<file path="src/rtl/usb_slave_control_bi_pkg.sv">
// Shared constants for the USB slave control register block: register
// addresses, interrupt status bit positions and endpoint control fields.
package usb_slave_control_bi_pkg;

   // Per-endpoint register offsets within each 4-register group
   localparam logic [1:0] EP_OFS_CONTROL   = 2'd0;
   localparam logic [1:0] EP_OFS_STATUS    = 2'd1;
   localparam logic [1:0] EP_OFS_TRANSTYPE = 2'd2;
   localparam logic [1:0] EP_OFS_NAKTYPE   = 2'd3;

   // Global registers
   localparam logic [4:0] ADDR_SC_CONTROL  = 5'd16;
   localparam logic [4:0] ADDR_LINE_STATUS = 5'd17;
   localparam logic [4:0] ADDR_INT_STATUS  = 5'd18;
   localparam logic [4:0] ADDR_INT_MASK    = 5'd19;
   localparam logic [4:0] ADDR_DEVICE_ADDR = 5'd20;
   localparam logic [4:0] ADDR_FRAME_MSB   = 5'd21;
   localparam logic [4:0] ADDR_FRAME_LSB   = 5'd22;

   // INT_STATUS / INT_MASK bit positions
   localparam int INT_TRANS_DONE = 0;
   localparam int INT_RESUME     = 1;
   localparam int INT_RESET      = 2;
   localparam int INT_SOF        = 3;
   localparam int INT_NAK        = 4;
   localparam int INT_VBUS       = 5;

   // epCtrl field positions: {isoEn, sendStall, dataSeq, ready, enable}
   localparam int EPC_ENABLE     = 0;
   localparam int EPC_READY      = 1;
   localparam int EPC_DATA_SEQ   = 2;
   localparam int EPC_SEND_STALL = 3;
   localparam int EPC_ISO_EN     = 4;

   // Address of register 'ofs' belonging to endpoint 'ep'
   function automatic logic [4:0] ep_reg_addr(input logic [1:0] ep, input logic [1:0] ofs);
      return {1'b0, ep, ofs};
   endfunction

endpackage

</file>
<file path="src/rtl/usb_slave_ep_regs.sv">
// Control/status register set for a single USB endpoint.
module usb_slave_ep_regs
   import usb_slave_control_bi_pkg::*;
(
   input  logic       busClk,
   input  logic       busRst_n,
   input  logic       ctrl_we,
   input  logic [4:0] ctrl_wdata,
   input  logic       trans_done,
   input  logic [7:0] trans_status,
   input  logic [1:0] trans_type,
   input  logic       nak_sent,
   input  logic [1:0] nak_type,
   input  logic       usb_reset,
   output logic [4:0] ep_ctrl,
   output logic [7:0] ep_status,
   output logic [1:0] ep_trans_type,
   output logic [1:0] ep_nak_type
);

   logic [4:0] ctrl_q, ctrl_d;
   logic [7:0] status_q, status_d;
   logic [1:0] ttype_q, ttype_d;
   logic [1:0] nak_q, nak_d;

   // Next-state: CPU write beats a completed transaction's ready clear,
   // but a USB bus reset always drops ready.
   always_comb begin
      ctrl_d   = ctrl_q;
      status_d = status_q;
      ttype_d  = ttype_q;
      nak_d    = nak_q;
      if (trans_done) begin
         ctrl_d[EPC_READY] = 1'b0;
         status_d          = trans_status;
         ttype_d           = trans_type;
      end
      if (ctrl_we)
         ctrl_d = ctrl_wdata;
      if (usb_reset)
         ctrl_d[EPC_READY] = 1'b0;
      if (nak_sent)
         nak_d = nak_type;
   end

   // Endpoint state registers
   always_ff @(posedge busClk or negedge busRst_n) begin
      if (!busRst_n) begin
         ctrl_q   <= '0;
         status_q <= '0;
         ttype_q  <= '0;
         nak_q    <= '0;
      end else begin
         ctrl_q   <= ctrl_d;
         status_q <= status_d;
         ttype_q  <= ttype_d;
         nak_q    <= nak_d;
      end
   end

   assign ep_ctrl       = ctrl_q;
   assign ep_status     = status_q;
   assign ep_trans_type = ttype_q;
   assign ep_nak_type   = nak_q;

endmodule

</file>
<file path="src/rtl/usb_slave_control_bi.sv">
// USB slave control register block: CPU-visible endpoint and device
// registers, event capture, interrupt status/mask and vbus synchronizer.
module usb_slave_control_bi
   import usb_slave_control_bi_pkg::*;
(
   input  logic        busClk,
   input  logic        busRst_n,
   input  logic [4:0]  address,
   input  logic [7:0]  dataIn,
   input  logic        writeEn,
   input  logic        strobe_i,
   input  logic        slaveControlSelect,
   output logic [7:0]  dataOut,
   input  logic        transDone,
   input  logic [1:0]  transDoneEP,
   input  logic [7:0]  transStatus,
   input  logic [1:0]  transType,
   input  logic        NAKSent,
   input  logic [1:0]  NAKEP,
   input  logic [1:0]  NAKTransType,
   input  logic        SOFRxed,
   input  logic [10:0] frameNumIn,
   input  logic        resetEvent,
   input  logic        resumeEvent,
   input  logic        vbusDetect,
   input  logic [1:0]  connectStateIn,
   output logic [4:0]  epCtrl0,
   output logic [4:0]  epCtrl1,
   output logic [4:0]  epCtrl2,
   output logic [4:0]  epCtrl3,
   output logic [6:0]  deviceAddr,
   output logic        slaveEn,
   output logic        fullSpeedPol,
   output logic        fullSpeedRate,
   output logic        intOut
);

   logic       wr_en;
   logic [4:0] ep_ctrl       [4];
   logic [7:0] ep_status     [4];
   logic [1:0] ep_trans_type [4];
   logic [1:0] ep_nak_type   [4];

   logic [2:0]  sc_control_q, sc_control_d;
   logic [5:0]  int_status_q, int_status_d;
   logic [5:0]  int_mask_q, int_mask_d;
   logic [6:0]  device_addr_q, device_addr_d;
   logic [10:0] frame_num_q, frame_num_d;
   logic        vbus_meta_q, vbus_meta_d;
   logic        vbus_sync_q, vbus_sync_d;
   logic        vbus_dly_q, vbus_dly_d;
   logic        int_out_q, int_out_d;
   logic [5:0]  int_set;
   logic [5:0]  int_clr;

   // Bit 7 of write data has no destination in any register
   logic unused_data_bit;
   assign unused_data_bit = dataIn[7];

   assign wr_en = writeEn & strobe_i & slaveControlSelect;

   genvar gi;
   generate
      for (gi = 0; gi < 4; gi++) begin : g_ep
         usb_slave_ep_regs u_ep (
            .busClk        (busClk),
            .busRst_n      (busRst_n),
            .ctrl_we       (wr_en && (address == ep_reg_addr(2'(gi), EP_OFS_CONTROL))),
            .ctrl_wdata    (dataIn[4:0]),
            .trans_done    (transDone && (transDoneEP == 2'(gi))),
            .trans_status  (transStatus),
            .trans_type    (transType),
            .nak_sent      (NAKSent && (NAKEP == 2'(gi))),
            .nak_type      (NAKTransType),
            .usb_reset     (resetEvent),
            .ep_ctrl       (ep_ctrl[gi]),
            .ep_status     (ep_status[gi]),
            .ep_trans_type (ep_trans_type[gi]),
            .ep_nak_type   (ep_nak_type[gi])
         );
      end
   endgenerate

   // Global register next-state; event set wins over write-1-to-clear
   always_comb begin
      sc_control_d  = sc_control_q;
      int_mask_d    = int_mask_q;
      device_addr_d = device_addr_q;
      frame_num_d   = frame_num_q;
      vbus_meta_d   = vbusDetect;
      vbus_sync_d   = vbus_meta_q;
      vbus_dly_d    = vbus_sync_q;
      int_clr       = '0;

      if (wr_en) begin
         case (address)
            ADDR_SC_CONTROL:  sc_control_d  = dataIn[2:0];
            ADDR_INT_STATUS:  int_clr       = dataIn[5:0];
            ADDR_INT_MASK:    int_mask_d    = dataIn[5:0];
            ADDR_DEVICE_ADDR: device_addr_d = dataIn[6:0];
            default: ;
         endcase
      end

      if (resetEvent)
         device_addr_d = '0;
      if (SOFRxed)
         frame_num_d = frameNumIn;

      int_set                 = '0;
      int_set[INT_TRANS_DONE] = transDone;
      int_set[INT_RESUME]     = resumeEvent;
      int_set[INT_RESET]      = resetEvent;
      int_set[INT_SOF]        = SOFRxed;
      int_set[INT_NAK]        = NAKSent;
      int_set[INT_VBUS]       = vbus_sync_q ^ vbus_dly_q;

      int_status_d = (int_status_q & ~int_clr) | int_set;
      int_out_d    = |(int_status_q & int_mask_q);
   end

   // Global state registers
   always_ff @(posedge busClk or negedge busRst_n) begin
      if (!busRst_n) begin
         sc_control_q  <= '0;
         int_status_q  <= '0;
         int_mask_q    <= '0;
         device_addr_q <= '0;
         frame_num_q   <= '0;
         vbus_meta_q   <= 1'b0;
         vbus_sync_q   <= 1'b0;
         vbus_dly_q    <= 1'b0;
         int_out_q     <= 1'b0;
      end else begin
         sc_control_q  <= sc_control_d;
         int_status_q  <= int_status_d;
         int_mask_q    <= int_mask_d;
         device_addr_q <= device_addr_d;
         frame_num_q   <= frame_num_d;
         vbus_meta_q   <= vbus_meta_d;
         vbus_sync_q   <= vbus_sync_d;
         vbus_dly_q    <= vbus_dly_d;
         int_out_q     <= int_out_d;
      end
   end

   // Read mux: endpoint groups below 16, global registers above
   always_comb begin
      dataOut = 8'h00;
      if (!address[4]) begin
         case (address[1:0])
            EP_OFS_CONTROL:   dataOut = {3'b000, ep_ctrl[address[3:2]]};
            EP_OFS_STATUS:    dataOut = ep_status[address[3:2]];
            EP_OFS_TRANSTYPE: dataOut = {6'b000000, ep_trans_type[address[3:2]]};
            default:          dataOut = {6'b000000, ep_nak_type[address[3:2]]};
         endcase
      end else begin
         case (address)
            ADDR_SC_CONTROL:  dataOut = {5'b00000, sc_control_q};
            ADDR_LINE_STATUS: dataOut = {5'b00000, vbus_sync_q, connectStateIn};
            ADDR_INT_STATUS:  dataOut = {2'b00, int_status_q};
            ADDR_INT_MASK:    dataOut = {2'b00, int_mask_q};
            ADDR_DEVICE_ADDR: dataOut = {1'b0, device_addr_q};
            ADDR_FRAME_MSB:   dataOut = {5'b00000, frame_num_q[10:8]};
            ADDR_FRAME_LSB:   dataOut = frame_num_q[7:0];
            default:          dataOut = 8'h00;
         endcase
      end
   end

   assign epCtrl0       = ep_ctrl[0];
   assign epCtrl1       = ep_ctrl[1];
   assign epCtrl2       = ep_ctrl[2];
   assign epCtrl3       = ep_ctrl[3];
   assign deviceAddr    = device_addr_q;
   assign slaveEn       = sc_control_q[0];
   assign fullSpeedPol  = sc_control_q[1];
   assign fullSpeedRate = sc_control_q[2];
   assign intOut        = int_out_q;

endmodule
</file>
<file path="config.mk">
export PLATFORM = sky130hd
export DESIGN_NAME = usb_slave_control_bi
export DESIGN_NICKNAME = d
export VERILOG_FILES = /design/src/rtl/usb_slave_control_bi_pkg.sv /design/src/rtl/usb_slave_ep_regs.sv /design/src/rtl/usb_slave_control_bi.sv
export SDC_FILE = /design/constraint.sdc
export NUM_CORES = 1
export LEC_CHECK = 0
export ABC_AREA = 1
export BUFFER_PORTS_ARGS = -buffer_cell sky130_fd_sc_hd__buf_2
export CAP_MARGIN = 25
export CORE_ASPECT_RATIO = 1.4
export CORE_MARGIN = 5
export CORE_UTILIZATION = 55
export CTS_CLUSTER_SIZE = 30
export DETAILED_ROUTE_END_ITERATION = 12
export PLACE_DENSITY = 0.78
export SYNTH_ARGS = -nofsm -noshare
export SYNTH_HDL_FRONTEND = slang
export SYNTH_HIERARCHICAL = 1
export SYNTH_SLANG_ARGS = --single-unit
</file>
<file path="constraint.sdc">
create_clock -name busClk -period 1.3 [get_ports busClk]
set_input_delay 0.195 -clock busClk [delete_from_list [all_inputs] [get_ports busClk]]
set_output_delay 0.195 -clock busClk [all_outputs]
set_load 0.03 [all_outputs]
</file>
# After elaboration in Yosys (flattened, before gate mapping)
# Index checks and enable logic that the tools add are counted.
# Widths: inputs -> output; s select.
# totals
out_inout_bits	39
wordCells	114
in_bits	53
reg_bits	105
# classes
mux	32
n_reduce_logical	26
n_bitwise	8
eq_ne	18
order_cmp	1
# ops
operator	n
$pmux 8 s7	1
$eq 5x5->1 const B	7
$mux 8	3
$pmux 8 s3	1
$mux 7	3
$bmux 8 s2	1
$mux 2	8
$and 6x6->6	2
$logic_and 1x1->1	12
$mux 6	2
$reduce_bool 3->1	4
$bmux 5 s2	1
$eq 2x2->1 const B	5
$eq 5x4->1 const B	2
$mux 5	2
$bmux 2 s2	2
$mux 1	8
$eq 2x1->1 const B	3
$logic_not 2->1	3
$not 6->6	1
$or 6x6->6	1
$reduce_and 2->1	3
$reduce_or 6->1	1
$eq 5x3->1 const B	1
6 further kinds	8

# Depth between registers and ports, before layout
# Gate-level depths: netlist (run 1).
# depth
depth_word	6
mapped_depth	10
depth_no_buf	9

# Modules after synthesis
# Netlist (run 1), hierarchy kept.
# modules_own_cells
module	instances	cells_per_inst	seq_area_each_um2	area_each_um2
usb_slave_ep_regs	4	73	425.4	718.2
usb_slave_control_bi	1	380	925.9	2498.6

# Least setup slack after synthesis (run 1)
# OpenSTA, ideal clock, no wires.
# synth_path
kind	in2out
start	input port address[1]
end	output port dataOut[7]
slack_ns	-0.198
arrival_ns	1.303
path_buffers	0
required_ns	1.105
path_stages	4
path_cell_list	inv_1 -> nor2_1 -> nand3_1 -> o21ai_0
# synth_between
elab_chain_len	3
word_cells_on_any_way	13
classes_between	eq/ne: 9; mux: 3; reduce/logical: 1
# synth_lines
item	line	text
start, declared	usb_slave_control_bi.sv:8	input logic [4:0] address,
$eq 5x5->1 (tied with other cells)	usb_slave_control_bi.sv:158	case (address)
$pmux 8 s7 or $pmux 8 s3 (tied branches)	usb_slave_control_bi.sv:158, usb_slave_control_bi.sv:151	
$mux 8 *	usb_slave_control_bi.sv:150	if (!address[4]) begin
end, declared	usb_slave_control_bi.sv:13	output logic [7:0] dataOut,
# Every way passes the cells marked *; elsewhere a longest branch is shown, timed or not.

# Worst setup path in the final report (run 1)
# layout_path
start	register g_ep[1].u_ep.status_q[0]
end	output port dataOut[0]
# layout_between
elab_chain_len	5
# layout_lines
item	line	text
start, declared	usb_slave_ep_regs.sv:22	logic [7:0] status_q, status_d;
start signal, assigned	usb_slave_ep_regs.sv:55	status_q <= status_d;
$bmux 8 s2	usb_slave_control_bi.sv:153	EP_OFS_STATUS: dataOut = ep_status[address[3:2]];
$mux 8 (not written as such) (2 in series)	usb_slave_control_bi.sv:153	
$pmux 8 s3	usb_slave_control_bi.sv:151	case (address[1:0])
$mux 8	usb_slave_control_bi.sv:150	
# Every way passes these cells. The select of a mux whose other input is x is not followed.

==> flow_summary.toml, run 1 <==
[timing]
post-route-period-util_pct = 130
finalMaxSlewViolations = 0
finalCriticalPeriod_ns = 1.69
fin_hold_ws_ns = 0.0399
skew_ns = 0.00458
tightest_slew_ns = 0.438
setup_viol = 9
clock.fmax_ghz = 0.592
grt_setup_unrepaired = "yes"
slew_headroom_pct = 70.6
finalHoldViolCount = 0
setup_slack_ns = -0.389

[worst_setup_path]
crit_path_start_kind = "register"
timing.critical_path.to = "dataOut[0]"
rr_worst_depth = 5
r2r-start = "int_mask_q[2]$_DFFE_PN0P_"
crit_arrival_ns = 1.49
crit_fanout = 2
critPathKind = "register to output port"
crit_start = "g_ep[1].u_ep/ep_status[0]$_DFFE_PN0P_"
required_ns = 1.11
rr_endpoint = "intOut$_DFF_PN0_"
end_kind = "output port"
r2r_slack_ns = 0.20

[route]
finalWirelength_mm = 15.8
viasPerCell = 5.22
drc = 0
dr.pass1.iters = 5
vias = 5065
drt-initial-drc-count = 257
final_antenna_net_count = 0
drt-wirelength-per-cell_um = 16.2

[floorplanning]
die_w_um = 93.5
num_rows = 42
start_util_pct = 56.5
io_pins = 92
die_height_um = 127
die_area_um2 = 11900
core_um2 = 9510

[run_status]
violations = "negative setup slack"
status = "finished with violations"

[global_routing]
grt_max_degree = 61
grt_antenna_before_repair = 0
grt_pass1_vias = 5366
grt-ovfl-total = 0
grt_usage_pct = 27.0
grt_pass1_wl_mm = 25.2

[clock_network]
clock_latency_ns = 0.35
clockBufferDepth = 2
clock_sinks = 105
clk_pin_slew_ns = 0.07
root_buffer = "clkbuf_16"
cts_tree = "built"
htree_num_levels = 3
cts_made_buffers = 9

[place]
placement.cell_area_um2 = 6430
dpl_worst_slack_ns = -0.409
dpl.hpwl_mm = 11.4
io_buffers = 90
placed_cells = 931
gp_congestion = 1.04

[yosys]
synth_most_common_cell = "nand2_1"
synth_top_area_cell = "dfrtp_1"
synth_nets = 725
avgSynthCellArea_um2 = 7.99
syn_area_um2 = 5370
synth.top_cell.area_share_pct = 48.9
synth_edf_count = 0
yosysWarnings = 6
ys.flop_type = "dfrtp_1"
yosys_register_bits = 105
ys_top_cells_by_count = "242 x nand2_1, 105 x dfrtp_1, 103 x inv_1"
ys_types = 32
async_flop_share_pct = 100
syn_inst = 672
synth.area.top_cells = "dfrtp_1 49%, nand2_1 17%, inv_1 7.2%"
ys_seq_area_share_pct = 48.9

[power_and_ir_drop]
power_mw = 8.50
power_density_nw_per_um2 = 1200
peakVddDrop_mv = 0.966
p_leak_nw = 3.64

[min_path]
hold_path.class = "primary input to register"

[final_layout]
syn_to_final_growth_pct = 32.0
diodes = 0
drive_gt1_share_pct = 34.3
fin_area_um2 = 7090
finalNetCount = 888
final_cells = 971

[job]
cap_violations = 0
-- sequential cells by signal, summed over array words and instances, names as in the netlist --
name / cells
deviceAddr: 7
frame_num_q: 11
g_ep.u_ep/ep_ctrl: 20
g_ep.u_ep/ep_nak_type: 8
g_ep.u_ep/ep_status: 32
g_ep.u_ep/ep_trans_type: 8
intOut: 1
int_mask_q: 6
int_status_q: 6
sc_control_q: 3
vbus_dly_d: 1
vbus_dly_q: 1
vbus_meta_q: 1
-- critical path, stage by stage, from the launching register on --
cell     delay, ns
dfrtp_1       0.39
nand2_1       0.09
nand2_1       0.05
nand2_1       0.06
nand2_1       0.07
nand2_1       0.08
nand2_2       0.07
o21ai_2       0.11
nand2_2       0.07
buf_6         0.14
-- layer usage --
layer	GRT usage, %	up-vias	part of all wire, %
met5	0	-	0
met1	30.1	2405	38
met3	4.68	53	4.7
li1	-	2427	-
met4	14.1	0	4.3
met2	48.5	180	53
-- cells by family (layout without fill, tap and decap cells) --
group,Yosys count,in the layout,share of synthesized area (%)
multiplexers,8,8,1.68
AND/OR/NAND/NOR,315,315,24.1
flip-flops,105,105,48.9
AO/OA/AOI/OAI,114,114,14.1
XOR/XNOR,1,1,0.163
buffers and inverters,129,296,11.1
-- worst min-delay path by stage --
stage          slack, ns         from  cells after the start                         to
3_5_place_dp        0.20     busRst_n                      2       vbus_dly_d$_DFF_PN0_
6_report            0.04  resumeEvent                      3  int_status_q[1]$_DFF_PN0_
2_1_floorplan      -0.10     busRst_n                      0  deviceAddr[0]$_DFFE_PN0P_
3_3_place_gp        0.20     busRst_n                      2  int_mask_q[5]$_DFFE_PN0P_
4_1_cts             0.03  resumeEvent                      3  int_status_q[1]$_DFF_PN0_
5_1_grt             0.06  resumeEvent                      3  int_status_q[1]$_DFF_PN0_
-- where the power goes --
part | internal (mW) | switching (mW) | total [mW] | leakage, nW
clock | 1.53 | 1.18 | 2.71 | 0.144
sequential | 3.66 | 0.249 | 3.91 | 1.25
combinational | 0.775 | 1.10 | 1.88 | 2.24
total | 5.96 | 2.53 | 8.50 | 3.64
-- placed cells by master (no fill, tap or decap), types with 6 or more instances in the layout --
| cell type | netlist | layout |
|---|---|---|
| nor3_1 | 12 | 7 |
| nor2_1 | 21 | 14 |
| o21ai_0 | 48 | 46 |
| buf_4 | 1 | 75 |
| mux2_2 | 7 | 7 |
| inv_1 | 103 | 102 |
| nand3_1 | 21 | 17 |
| nor2_2 | 3 | 7 |
| o21ai_2 | 40 | 42 |
| buf_12 | 0 | 9 |
| dfrtp_1 | 105 | 104 |
| buf_2 | 7 | 80 |
| nor2_4 | 3 | 6 |
| nand2_2 | 3 | 11 |
| nand2_1 | 242 | 232 |
| buf_6 | 13 | 9 |
| clkbuf_16 | 0 | 9 |
-- per-stage QoR --
step / util (%) / TNS, ns
2_1_floorplan: - / -0.0863
5_1_grt: 74.5 / -2.87
3_5_place_dp: 67.6 / -10.36
4_1_cts: 73.2 / -2.22
6_report: 74.5 / -2.30
3_3_place_gp: 67.6 / -8.24
-- repair_timing --
action                                 CTS  global route
endpoints found under the hold margin  106             0
setup endpoints to repair                9            18
gates resized for setup                 36            15
cloned                                   0             1
setup buffers                           12            10
pin swaps                               34            26
hold buffers                             2             0
-- layout make-up --
cell class                      count  area, µm²
Timing Repair Buffer              175       1260
Tap cell                          132        165
Multi-Input combinational cell    438       2330
Clock inverter                      5       56.3
Clock buffer                       10        239
Fill cell                         686       2420
Sequential cell                   105       2630
Inverter                          106        400
No activity file was read; power rests on OpenSTA's default activity.
==> inputs of run 2 (changes only) <==
--- a/config.mk
+++ b/config.mk
@@ -6,7 +6,7 @@
 export NUM_CORES = 1
 export LEC_CHECK = 0
 export ABC_AREA = 1
-export BUFFER_PORTS_ARGS = -buffer_cell sky130_fd_sc_hd__buf_2
+export BUFFER_PORTS_ARGS = -buffer_cell sky130_fd_sc_hd__buf_4
 export CAP_MARGIN = 25
 export CORE_ASPECT_RATIO = 1.4
 export CORE_MARGIN = 5
==> flow_summary.toml, run 2 (synthesis gave the netlist of run 1 again) <==
[timing]
finalMaxSlewViolations = 0
tightest_slew_ns = 0.396
setup_slack_ns = -0.392
post-route-period-util_pct = 130
finalCriticalPeriod_ns = 1.69
setup_viol = 8
finalHoldViolCount = 0
slew_headroom_pct = 73.4
skew_ns = 0.00753
clock.fmax_ghz = 0.591
grt_setup_unrepaired = "yes"

[clock_network]
htree_num_levels = 3
cts_tree = "built"
cts_made_buffers = 9
clock_latency_ns = 0.34
clock_sinks = 105
root_buffer = "clkbuf_16"
clk_pin_slew_ns = 0.07
clockBufferDepth = 2

[final_layout]
mostFrequentLayoutCells = "235 x nand2_1, 144 x buf_4, 104 x dfrtp_1, 101 x inv_1, 47 x o21ai_0"
drive_gt1_share_pct = 31.8
layout_commonest_cell = "nand2_1"
multi_input_area_um2 = 2280
largest_register_ffs = 32
post-route-util_pct = 74.5
finalNetCount = 874
diodes = 0
final-seq-area_um2 = 2630
nFillCells = 728
syn_to_final_growth_pct = 32.0

[floorplanning]
core_um2 = 9510
die_height_um = 127
die_area_um2 = 11900
num_rows = 42
start_util_pct = 56.5
die_w_um = 93.5
io_pins = 92

[global_routing]
grt-ovfl-total = 0
grt_usage_pct = 26.8
grt_antenna_before_repair = 0
grt_pass1_vias = 5227
grt_max_degree = 47
grt_pass1_wl_mm = 25.2

[worst_setup_path]
crit_path_start_kind = "register"
end_kind = "output port"
crit_start = "g_ep[2].u_ep/ep_trans_type[1]$_DFFE_PN0P_"
crit_fanout = 2
crit_arrival_ns = 1.50
r2r-start = "int_mask_q[2]$_DFFE_PN0P_"
required_ns = 1.11
critPathKind = "register to output port"

[route]
dr.pass1.iters = 5
viasPerCell = 5.21
drc = 0
finalWirelength_mm = 15.0
drt-wirelength-per-cell_um = 15.7
final_antenna_net_count = 0
vias = 4991
drt-initial-drc-count = 273

[place]
gp_congestion = 1.01
dpl_worst_slack_ns = -0.328
io_buffers = 90
dpl.hpwl_mm = 11.5

[min_path]
hold_start = "resumeEvent"
hold_path.class = "primary input to register"

[power_and_ir_drop]
peakVddDrop_mv = 0.705
power_density_nw_per_um2 = 1180
p_leak_nw = 3.60

[job]
cap_violations = 0

[run_status]
status = "finished with violations"
violations = "negative setup slack"
==> run 2: cell types whose count changed in the layout (fill, tap and decap cells not counted), sizes merged <==
cell      previous run  this run
buf                173       159
clkinv               4         2
bufinv               1         0
clkbuf              10        13
clkinvlp             1         2
==> run 2: per-layer routing <==
layer	track usage, %	wire (µm)	vias to the layer above
li1	-	-	2406
met5	0	0	-
met3	4.09	730	35
met1	32.2	5820	2380
met2	47.2	8020	170
met4	11.5	450	0
==> run 2: worst paths after layout <==
path                            slack (ns)  cells after the start                               endpoint
worst max register to register        0.26                      4                       intOut$_DFF_PN0_
worst min-delay path                  0.04                      3              int_status_q[1]$_DFF_PN0_
worst max-delay path                 -0.39                      9                             dataOut[1]
max in group asynchronous             0.48                      3  g_ep[3].u_ep/ep_status[6]$_DFFE_PN0P_
worst min register to register        0.35                      0                   vbus_dly_d$_DFF_PN0_
min in group asynchronous             0.28                      2              int_status_q[5]$_DFF_PN0_
==> run 2: per-stage QoR <==
stage                     area [µm²]  instances  total power, mW  hold slack [ns]  setup TNS, ns
final                           7090        958             8.40           0.0395          -2.15
after global routing            7090        958             8.84           0.0380          -2.86
after CTS                       7020        953             8.39           0.0302          -2.16
after detailed placement        6600        929             5.68            0.106          -7.31
after global placement          6600        929             5.63            0.103          -6.02
after floorplan                 5440        672             4.88           -0.101        -0.0863
==> run 2: worst max-delay path, stage by stage (launching register included) <==
cell     delay, ns
dfrtp_1       0.40
nand2_1       0.08
nand2_1       0.05
nand2_1       0.06
nand2_1       0.06
nand2_1       0.07
nand2_2       0.07
o21ai_2       0.14
nand2_2       0.08
buf_6         0.15
==> run 2: report_power, final <==
group,leakage [nW],internal (mW),switching [mW]
clock,0.138,1.46,1.19
sequential,1.25,3.66,0.255
combinational,2.21,0.792,1.05
total,3.60,5.91,2.49
==> run 2: what timing repair did <==
action                     in CTS  in global routing
pin swaps                      22                 10
setup buffers                   6                  5
setup endpoints to repair       8                 13
resized for setup              18                  7
hold buffers                    2                  0
hold endpoints to repair       21                  0
==> run 2: cell type report <==
type                    instances  share of cell area (%)
flip-flops and latches        105                    37.1
multi-input cells             438                    32.1
repair buffers                161                    18.7
inverters                     106                    5.61
clock buffers                  13                    3.81
well taps                     132                    2.33
clock inverters                 3                   0.335
==> inputs of run 3 (changes only) <==
--- a/config.mk
+++ b/config.mk
@@ -5,15 +5,14 @@
 export SDC_FILE = /design/constraint.sdc
 export NUM_CORES = 1
 export LEC_CHECK = 0
-export ABC_AREA = 1
 export BUFFER_PORTS_ARGS = -buffer_cell sky130_fd_sc_hd__buf_4
 export CAP_MARGIN = 25
 export CORE_ASPECT_RATIO = 1.4
 export CORE_MARGIN = 5
-export CORE_UTILIZATION = 55
+export CORE_UTILIZATION = 56
 export CTS_CLUSTER_SIZE = 30
 export DETAILED_ROUTE_END_ITERATION = 12
-export PLACE_DENSITY = 0.78
+export PLACE_DENSITY = 0.8
 export SYNTH_ARGS = -nofsm -noshare
 export SYNTH_HDL_FRONTEND = slang
 export SYNTH_HIERARCHICAL = 1
==> flow_summary.toml, run 3 <==
[yosys]
synth_most_common_cell = "dfrtp_1"
synth_compound_area_share_pct = 5.24
yosys_register_bits = 105
ys_top_cells_by_count = "105 x dfrtp_1, 78 x mux2_2, 33 x mux2i_1"
synth_mux_area_share_pct = 31.1
syn_area_um2 = 5010
synth.area.top_cells = "dfrtp_1 52%, mux2_2 18%, mux2i_1 6.6%"
async_flop_share_pct = 100
syn_inst = 373
synth_nets = 426
synth_top_area_cell = "dfrtp_1"
ys.flop_type = "dfrtp_1"
synth_top_family_by_area = "multiplexers"
ys_types = 41
synth-simple-area-share_pct = 8.71
synth_xor_xnor_area_share_pct = 0.175
synth_edf_count = 0
ys_seq_area_share_pct = 52.4
yosysWarnings = 6
synth_fa_ha_area_share_pct = 0
avgSynthCellArea_um2 = 13.4
synth.top_cell.area_share_pct = 52.4

[worst_setup_path]
crit_arrival_ns = 1.83
rr_worst_depth = 3
r2r-start = "g_ep[1].u_ep/ep_ctrl[1]$_DFFE_PN0P_"
end_kind = "output port"
rr_endpoint = "g_ep[1].u_ep/ep_ctrl[1]$_DFFE_PN0P_"
required_ns = 1.11
crit_fanout = 2
crit_path_start_kind = "register"
critPathKind = "register to output port"
r2r_slack_ns = 0.22

[final_layout]
largest_register_ffs = 32
final_cells = 656
multi_input_area_um2 = 2510
finalNetCount = 598
layout_commonest_cell = "buf_4"
drive_gt1_share_pct = 59.6
diodes = 0
fin_area_um2 = 7070
mostFrequentLayoutCells = "163 x buf_4, 93 x dfrtp_1, 66 x mux2_2, 31 x mux2i_1, 25 x nand2_1"
nFillCells = 522
syn_to_final_growth_pct = 40.9
final-seq-area_um2 = 2640

[clock_network]
cts_made_buffers = 9
htree_num_levels = 3
clockBufferDepth = 2
clk_pin_slew_ns = 0.07
root_buffer = "clkbuf_16"
clock_sinks = 105
clock_latency_ns = 0.34
cts_tree = "built"

[min_path]
hold_start = "resumeEvent"
min_to = "int_status_q[1]$_DFF_PN0_"
hold_path.class = "primary input to register"
hold_depth = 2

[route]
viasPerCell = 5.77
final_antenna_net_count = 0
vias = 3783
drt-wirelength-per-cell_um = 20.7
drc = 0
drt-initial-drc-count = 195
dr.pass1.iters = 4
finalWirelength_mm = 13.6

[place]
placement.cell_area_um2 = 6620
dpl.hpwl_mm = 10.3
gp_congestion = 0.879
io_buffers = 90
placed_cells = 635

[timing]
finalCriticalPeriod_ns = 2.03
post-route-period-util_pct = 156
clock.fmax_ghz = 0.493
setup_slack_ns = -0.729
tightest_slew_ns = 0.379
setup_viol = 8
grt_setup_unrepaired = "yes"
finalHoldViolCount = 0
skew_ns = 0.00447
finalMaxSlewViolations = 0
slew_headroom_pct = 74.7

[power_and_ir_drop]
peakVddDrop_mv = 1.28
power_density_nw_per_um2 = 1180
p_leak_nw = 3.25

[global_routing]
grt_pass1_vias = 4167
grt_pass1_wl_mm = 21.8
grt_max_degree = 40
grt-ovfl-total = 0
grt_antenna_before_repair = 0
grt_usage_pct = 25.7

[floorplanning]
die_height_um = 122
start_util_pct = 56.5
die_area_um2 = 11000
die_w_um = 90.0
core_um2 = 8870
io_pins = 92
num_rows = 41

[run_status]
violations = "negative setup slack"
status = "finished with violations"

[job]
cap_violations = 0
[run 3: through the flow]
stage               utilization, %  hold WS, ns  setup TNS (ns)  setup slack, ns  power (mW)
floorplan                        -       -0.101           -7.76           -0.317        4.89
global placement              74.6        0.136          -14.32           -0.466        5.55
detailed placement            74.6        0.139          -16.31           -0.466        5.63
CTS                           79.3       0.0220           -4.57           -0.725        8.35
global route                  79.6       0.0487           -5.00           -0.798        8.66
finish                        79.6       0.0327           -4.50           -0.729        8.31
[run 3: worst max-delay path, stage by stage (launching register included)]
cell and delay [ns]:
dfrtp_2 0.41, mux4_2 0.46, mux2_4 0.29, nand2_4 0.07
o221ai_4 0.10, buf_6 0.16
[run 3: how the worst max path moves through the flow]
stage / slack (ns) / from / end / cells after the start
floorplan: -0.32 / g_ep[3].u_ep/ep_ctrl[3]$_DFFE_PN0P_ / dataOut[3] / 4
global placement: -0.47 / address[2] / dataOut[3] / 6
detailed placement: -0.47 / address[2] / dataOut[3] / 6
CTS: -0.73 / g_ep[3].u_ep/ep_ctrl[4]$_DFFE_PN0P_ / dataOut[4] / 5
global route: -0.80 / g_ep[3].u_ep/ep_ctrl[3]$_DFFE_PN0P_ / dataOut[3] / 5
finish: -0.73 / g_ep[3].u_ep/ep_ctrl[3]$_DFFE_PN0P_ / dataOut[3] / 5
[run 3: report_power, final]
group | internal, mW | leakage [nW] | total, mW | switching (mW)
clock | 1.48 | 0.139 | 2.65 | 1.17
combinational | 0.977 | 1.84 | 1.77 | 0.797
sequential | 3.66 | 1.26 | 3.88 | 0.218
[run 3: area by class of cell]
class / count / share of cell area (%)
Clock inverter: 5 / 0.797
Multi-Input combinational cell: 244 / 35.5
Sequential cell: 105 / 37.4
Tap cell: 107 / 1.89
Timing Repair Buffer: 181 / 20.9
Inverter: 4 / 0.212
Clock buffer: 10 / 3.24
[run 3: logic make-up after synthesis]
kind of cell	count (synthesis)
mux	129
flops	105
simple gates	77
compound gates	37
buf+inv	24
xor+xnor	1
[run 3: per-layer routing]
metal	vias up	part of all wire (%)	track usage [%]
met1	1920	38	30.3
met5	-	0	0
met4	0	2.8	10.6
met2	113	54	45.0
li1	1719	-	-
met3	31	5.4	6.30
[run 3: what timing repair did]
action / CTS / global route
pin swaps: 10 / 7
resized for setup: 17 / 6
hold endpoints to repair: 21 / 0
setup buffers: 4 / 0
setup endpoints to repair: 22 / 16
hold buffers: 2 / 0
